<file path="src/rtl/mac_reg_slave.sv">
// mac_reg_slave: register-side responder for the MAC configuration bus.
// Holds the MAC configuration registers (scratch, command, MAC address,
// FIFO thresholds, MDIO PHY address). It also forwards the PHY window
// 0x80-0x9F to an internal clause-22 MDIO master.
//   clk, rst_n                      clock / async active-low reset
//   reg_addr, reg_writedata         access address and write data
//   reg_rd, reg_wr                  level requests (write wins)
//   reg_readdata, reg_busy          read result / access in progress
//   cmd_config, mac_addr, fifo_thr  register contents to the MAC core
//   sw_reset                        timed MAC soft reset
//   mdc, mdio_out, mdio_oe, mdio_in MDIO pins
module mac_reg_slave #(
  parameter int unsigned REG_LAT      = 2,
  parameter int unsigned MDC_DIV      = 10,
  parameter int unsigned RESET_CYCLES = 16
) (
  input  logic         clk,
  input  logic         rst_n,
  input  logic [7:0]   reg_addr,
  input  logic [31:0]  reg_writedata,
  input  logic         reg_rd,
  input  logic         reg_wr,
  output logic [31:0]  reg_readdata,
  output logic         reg_busy,
  output logic [31:0]  cmd_config,
  output logic [47:0]  mac_addr,
  output logic [127:0] fifo_thr,
  output logic         sw_reset,
  output logic         mdc,
  output logic         mdio_out,
  output logic         mdio_oe,
  input  logic         mdio_in
);

  typedef enum logic [1:0] {S_IDLE, S_REG, S_MDIO, S_GAP} state_e;

  state_e        state_q, state_d;
  logic          accept, reg_done, mdio_done;
  logic          busy_q, is_wr_q, sw_reset_q, mdc_q, mdio_out_q, mdio_oe_q;
  logic [7:0]    addr_q;
  logic [31:0]   wdata_q, rdata_q, scratch_q, cmd_q, mac0_q, rd_val;
  logic [31:0]   rst_cnt_q;
  logic [15:0]   lat_cnt_q, div_q, mac1_q, rx_q;
  logic [15:0]   thr_q [8];
  logic [4:0]    phy_q;
  logic [6:0]    bit_q;
  logic [62:0]   frame_q;  // bits 1..63 of the frame; bit 0 is driven at accept
  logic [2:0]    thr_idx;
  logic          in_thr;

  assign thr_idx = addr_q[2:0] - 3'd7;
  assign in_thr  = (addr_q >= 8'h07) && (addr_q <= 8'h0E);

  // bit13 of the command register mirrors the running soft reset
  assign cmd_config   = {cmd_q[31:14], sw_reset_q, cmd_q[12:0]};
  assign mac_addr     = {mac1_q, mac0_q};
  assign reg_busy     = busy_q;
  assign reg_readdata = rdata_q;
  assign sw_reset     = sw_reset_q;
  assign mdc          = mdc_q;
  assign mdio_out     = mdio_out_q;
  assign mdio_oe      = mdio_oe_q;

  always_comb begin
    fifo_thr = '0;
    for (int unsigned i = 0; i < 8; i++) fifo_thr[16*i +: 16] = thr_q[i];
  end

  always_comb begin
    state_d   = state_q;
    accept    = 1'b0;
    reg_done  = 1'b0;
    mdio_done = 1'b0;
    case (state_q)
      S_IDLE: if (reg_wr || reg_rd) begin
        accept  = 1'b1;
        state_d = (reg_addr[7:5] == 3'b100) ? S_MDIO : S_REG;
      end
      S_REG: if (lat_cnt_q == '0) begin
        reg_done = 1'b1;
        state_d  = S_GAP;
      end
      S_MDIO: if (bit_q == 7'd64) begin
        mdio_done = 1'b1;
        state_d   = S_GAP;
      end
      S_GAP:   state_d = S_IDLE;
      default: state_d = S_IDLE;
    endcase
  end

  always_comb begin
    rd_val = '0;
    case (addr_q)
      8'h01:   rd_val = scratch_q;
      8'h02:   rd_val = cmd_config;
      8'h03:   rd_val = mac0_q;
      8'h04:   rd_val = {16'h0, mac1_q};
      8'h0F:   rd_val = {27'h0, phy_q};
      default: if (in_thr) rd_val = {16'h0, thr_q[thr_idx]};
    endcase
  end

  always_ff @(posedge clk or negedge rst_n) begin
    if (!rst_n) state_q <= S_IDLE;
    else        state_q <= state_d;
  end

  always_ff @(posedge clk or negedge rst_n) begin
    if (!rst_n) begin
      busy_q <= 1'b0; is_wr_q <= 1'b0; addr_q <= '0; wdata_q <= '0;
      rdata_q <= '0; lat_cnt_q <= '0; scratch_q <= '0; cmd_q <= '0;
      mac0_q <= '0; mac1_q <= '0; phy_q <= '0;
      for (int unsigned i = 0; i < 8; i++) thr_q[i] <= '0;
      sw_reset_q <= 1'b0; rst_cnt_q <= '0;
      mdc_q <= 1'b0; mdio_out_q <= 1'b1; mdio_oe_q <= 1'b0;
      div_q <= '0; bit_q <= '0; frame_q <= '0; rx_q <= '0;
    end else begin
      if (accept) begin
        addr_q    <= reg_addr;
        wdata_q   <= reg_writedata;
        is_wr_q   <= reg_wr;
        busy_q    <= 1'b1;
        lat_cnt_q <= 16'(REG_LAT - 1);
        if (reg_addr[7:5] == 3'b100) begin
          frame_q    <= {31'h7FFF_FFFF, 2'b01, (reg_wr ? 2'b01 : 2'b10), phy_q,
                         reg_addr[4:0], (reg_wr ? 2'b10 : 2'b11),
                         (reg_wr ? reg_writedata[15:0] : 16'h0)};
          mdio_out_q <= 1'b1;
          mdio_oe_q  <= 1'b1;
          mdc_q      <= 1'b0;
          div_q      <= '0;
          bit_q      <= '0;
        end
      end

      if (state_q == S_REG && lat_cnt_q != '0) lat_cnt_q <= lat_cnt_q - 16'd1;

      if (reg_done || mdio_done) busy_q <= 1'b0;
      if (reg_done && !is_wr_q)  rdata_q <= rd_val;
      if (mdio_done && !is_wr_q) rdata_q <= {16'h0, rx_q};

      if (sw_reset_q) begin
        if (rst_cnt_q == '0) sw_reset_q <= 1'b0;
        else                 rst_cnt_q  <= rst_cnt_q - 32'd1;
      end

      if (reg_done && is_wr_q) begin
        case (addr_q)
          8'h01: scratch_q <= wdata_q;
          8'h02: begin
            cmd_q <= wdata_q & ~32'h0000_2000;
            // a bit13 write (re)starts the window; the plain-write path above
            // is overridden here so a restart always wins
            if (wdata_q[13]) begin
              sw_reset_q <= 1'b1;
              rst_cnt_q  <= 32'(RESET_CYCLES - 1);
            end
          end
          8'h03:   mac0_q <= wdata_q;
          8'h04:   mac1_q <= wdata_q[15:0];
          8'h0F:   phy_q  <= wdata_q[4:0];
          default: if (in_thr) thr_q[thr_idx] <= wdata_q[15:0];
        endcase
      end

      if (state_q == S_MDIO && bit_q != 7'd64) begin
        if (div_q == 16'(MDC_DIV - 1)) begin
          div_q <= '0;
          mdc_q <= ~mdc_q;
          if (!mdc_q) begin
            if (!is_wr_q && bit_q >= 7'd48) rx_q <= {rx_q[14:0], mdio_in};
          end else begin
            bit_q   <= bit_q + 7'd1;
            frame_q <= frame_q << 1;
            if (bit_q == 7'd63) begin
              mdio_out_q <= 1'b1;
              mdio_oe_q  <= 1'b0;
            end else begin
              mdio_out_q <= frame_q[62];
              // release the line from the second turnaround bit on a read
              if (!is_wr_q && bit_q >= 7'd46) mdio_oe_q <= 1'b0;
            end
          end
        end else begin
          div_q <= div_q + 16'd1;
        end
      end
    end
  end

endmodule
</file>
<file path="config.mk">
export PLATFORM = sky130hd
export DESIGN_NAME = mac_reg_slave
export DESIGN_NICKNAME = d
export VERILOG_FILES = /design/src/rtl/mac_reg_slave.sv
export SDC_FILE = /design/constraint.sdc
export NUM_CORES = 1
export LEC_CHECK = 0
export BUFFER_PORTS_ARGS = -buffer_cell sky130_fd_sc_hd__buf_2
export CAP_MARGIN = 20
export CORE_ASPECT_RATIO = 1.2
export CORE_UTILIZATION = 38
export CTS_BUF_LIST = sky130_fd_sc_hd__clkbuf_4 sky130_fd_sc_hd__clkbuf_8 sky130_fd_sc_hd__clkbuf_16
export CTS_CLUSTER_SIZE = 8
export DETAILED_ROUTE_END_ITERATION = 10
export PLACE_DENSITY = 0.63
export SYNTH_ARGS = -nofsm -noshare
export SYNTH_HDL_FRONTEND = slang
export SYNTH_SLANG_ARGS = --single-unit
</file>
<file path="constraint.sdc">
create_clock -name clk -period 3.55 [get_ports clk]
set_clock_uncertainty 0.2 [all_clocks]
set_input_delay 0.355 -clock clk [delete_from_list [all_inputs] [get_ports clk]]
set_output_delay 0.355 -clock clk [all_outputs]
set_load 0.03 [all_outputs]
</file>
==> flow_metrics.env <==
export IMPL_status="finished with violations"
export IMPL_violations="DRC"
export IMPL_rows=95
export IMPL_fin_area_um2=26500
export IMPL_grt_overflow_total=0
export IMPL_reg2reg_depth=5
export IMPL_fin_cells=2871
export IMPL_relSlewSlack_pct=38.2
export IMPL_clock_sinks=474
export IMPL_cp_arrival_ns=3.61
export IMPL_setup_violations=0
export IMPL_wirelength_um=65000
export IMPL_routed_via_density=5.68
export IMPL_final_cell_mix="472 x dfrtp_1, 306 x mux2_2, 288 x buf_2"
export IMPL_clkSlewWorstSetupHoldPaths_ns=0.05
export IMPL_fmax_mhz=300
export IMPL_p_leak_nw=13.0
export IMPL_cp_required_ns=3.82
export IMPL_dr_total_vias=16300
export IMPL_antenna_found_initial=1
export IMPL_syn_inst=1795
export IMPL_htreeDepth=3
export IMPL_syn_avg_cell_area_um2=12.1
export IMPL_max_cap_violations=0
export IMPL_coreArea_um2=56200
export IMPL_drv_slew=0
export IMPL_path_max_fanout=16
export IMPL_startpoint_type="flop"
export IMPL_synth_edf_count=0
export IMPL_drt_iter0_markers=1217
export IMPL_drc=19
export IMPL_hpwl_um=44800
export IMPL_rsz0062_at_grt="no"
export IMPL_final_antenna_net_count=0
export IMPL_fin_nets=2189
export IMPL_drive_above_1_share_pct=37.4
export IMPL_path_class="reg2reg"
export IMPL_clk_path_buf_depth=3
export IMPL_yosysTopAreaCell="dfrtp_1"
export IMPL_grt_pass1_vias=16500
export IMPL_ys_warn_count=0
export IMPL_synth_top_area_share_pct=54.6
export IMPL_synthFlopType="dfrtp_1"
export IMPL_syn2layout_area_growth_pct=22.5
export IMPL_ys_top_cells_by_area="dfrtp_1 55%, mux2_2 16%, mux4_2 3.3%"
export IMPL_die_height_um=264
export IMPL_place_congestion=0.872
export IMPL_hold_class="in2reg"
export IMPL_syn_nets=1854
export IMPL_cts_root_buffer="clkbuf_16"
export IMPL_async_flop_share_pct=100
export IMPL_worstMarginPinSlew_ns=0.927
export IMPL_cp_end_kind="flop"
export IMPL_io_pins=290
export IMPL_setup_tns_final_ns=0
export IMPL_numPortBuffers=289
export IMPL_avgRoutedWirePerCell_um=22.6
export IMPL_cts_tree="done"
export IMPL_min_period_ns=3.33
export IMPL_diodes=0
export IMPL_die_w_um=220
export IMPL_dieArea_um2=58000
export IMPL_ir_drop_v=0.000444
export IMPL_ys_ff_latch=474
export IMPL_firstDrtPassIters=9
export IMPL_clk_latency_ns=0.60
export IMPL_globalRouteTotalUtil_pct=22.5
export IMPL_power_total_mw=16.8
export IMPL_grt_max_degree=138
export IMPL_grt_first_pass_wirelength_um=99600
export IMPL_post_dp_cell_area_um2=24200
export IMPL_yosysSeqAreaShare_pct=54.7
export IMPL_power_density_nw_per_um2=634
export IMPL_cts_setup_buffers=0
export IMPL_ys_types=69
export IMPL_hold_path_depth=3
export IMPL_dp_cells=2743
export IMPL_syn_area_um2=21700
export IMPL_start_util_pct=38.6
export IMPL_cts_buffers=69
export IMPL_timing_final_crit_share_pct=93.9
export IMPL_final_common_cell="dfrtp_1"
export IMPL_finalHoldViolations=0
[Yosys cell counts, drive strengths merged, types with 4 or more instances]
| library cell | instances |
|---|---|
| dfrtp | 473 |
| mux2 | 306 |
| nand2 | 149 |
| o21ai | 108 |
| clkbuf | 92 |
| nor2 | 67 |
| a21oi | 66 |
| inv | 37 |
| mux2i | 37 |
| buf | 35 |
| nand3 | 33 |
| mux4 | 32 |
| nor4 | 30 |
| or4 | 27 |
| and3 | 25 |
| nor3 | 24 |
| a22o | 23 |
| o31ai | 22 |
| a22oi | 21 |
| or3 | 20 |
| a222oi | 16 |
| ha | 14 |
| nand4 | 12 |
| a211oi | 11 |
| o32ai | 10 |
| and2 | 9 |
| o22ai | 8 |
| o2bb2ai | 8 |
| o211ai | 6 |
| a21o | 5 |
| nand2b | 5 |
| nor2b | 5 |
| a21boi | 4 |
| a31oi | 4 |
| and4 | 4 |
| xor2 | 4 |
[layer usage]
metal / GRT usage, % / up-vias / wire length [um]
met1: 28.1 / 8322 / 26400
met4: 10.6 / 2 / 2700
met5: 0 / - / 10
li1: - / 7280 / -
met2: 36.6 / 574 / 31400
met3: 5.19 / 124 / 4420
[stage by stage]
stage          utilization (%)  hold WS (ns)  worst slack [ns]
6_report                  47.2        0.0646             0.216
5_1_grt                   47.2        0.0602            0.0473
4_1_cts                   47.2        0.0198             0.227
3_5_place_dp              43.0         0.202             0.255
3_3_place_gp              43.0         0.196             0.377
2_1_floorplan                -        -0.141             0.220
[area by class of cell]
cell class	instances	area (um2)
flip-flops and latches	474	11900
repair buffers	391	2430
multi-input cells	1157	9260
clock inverters	5	95.1
fillers	5028	29700
clock buffers	80	1850
inverters	37	139
well taps	727	910
[worst paths after layout]
| path | end | startpoint | slack (ns) |
|---|---|---|---|
| hold reg to reg | frame_q[25] | frame_q[24] | 0.28 |
| setup reg to reg | fifo_thr[5] | lat_cnt_q[6] | 0.22 |
| setup / recovery | fifo_thr[5] | lat_cnt_q[6] | 0.22 |
| hold / removal | frame_q[0] | reg_wr | 0.06 |
| min in group asynchronous | frame_q[45] | rst_n | 0.17 |
| max in group asynchronous | wdata_q[19] | rst_n | 2.03 |
[timing repair]
action / in CTS / in global routing
gates resized for setup: 0 / 0
setup endpoints to repair: 0 / 0
endpoints found under the hold margin: 116 / 0
hold buffers: 43 / 0
[worst max-delay path: stages (launching register included)]
cell and delay, ns:
dfrtp_1 0.43, nor4_1 0.57, and2_1 0.38, nand3_4 0.26, or4_1 0.94, mux2_2 0.41
[sequential cells by signal (all words and copies together), names as in the netlist, 2 cells and up]
| name | count |
|---|---|
| fifo_thr | 128 |
| frame_q | 63 |
| mac0_q | 32 |
| reg_readdata | 32 |
| rst_cnt_q | 32 |
| scratch_q | 32 |
| wdata_q | 32 |
| cmd_q | 31 |
| div_q | 16 |
| lat_cnt_q | 16 |
| mac1_q | 16 |
| rx_q | 16 |
| addr_q | 8 |
| bit_q | 7 |
| phy_q | 5 |
| state_q | 2 |
[where the power goes]
group | leakage, nW | switching (mW) | total, mW | internal, mW
clock network | 0.961 | 2.37 | 6.02 | 3.66
logic | 5.79 | 2.23 | 3.67 | 1.44
registers | 6.25 | 1.02 | 7.15 | 6.12
[cells by family (layout without fill, tap and decap cells)]
| logic type | Yosys count | after routing | synth area share (%) |
|---|---|---|---|
| adders and majority gates | 14 | 14 | 0.808 |
| and+or+nand+nor | 426 | 426 | 10.2 |
| muxes | 375 | 375 | 20.9 |
| xor gates and xnor gates | 7 | 7 | 0.283 |
| buffers and inverters | 164 | 513 | 3.00 |
| DFF | 474 | 474 | 54.7 |
| AOI/OAI and AO/OA | 335 | 335 | 10.1 |
(Power assumes the default switching activity.)
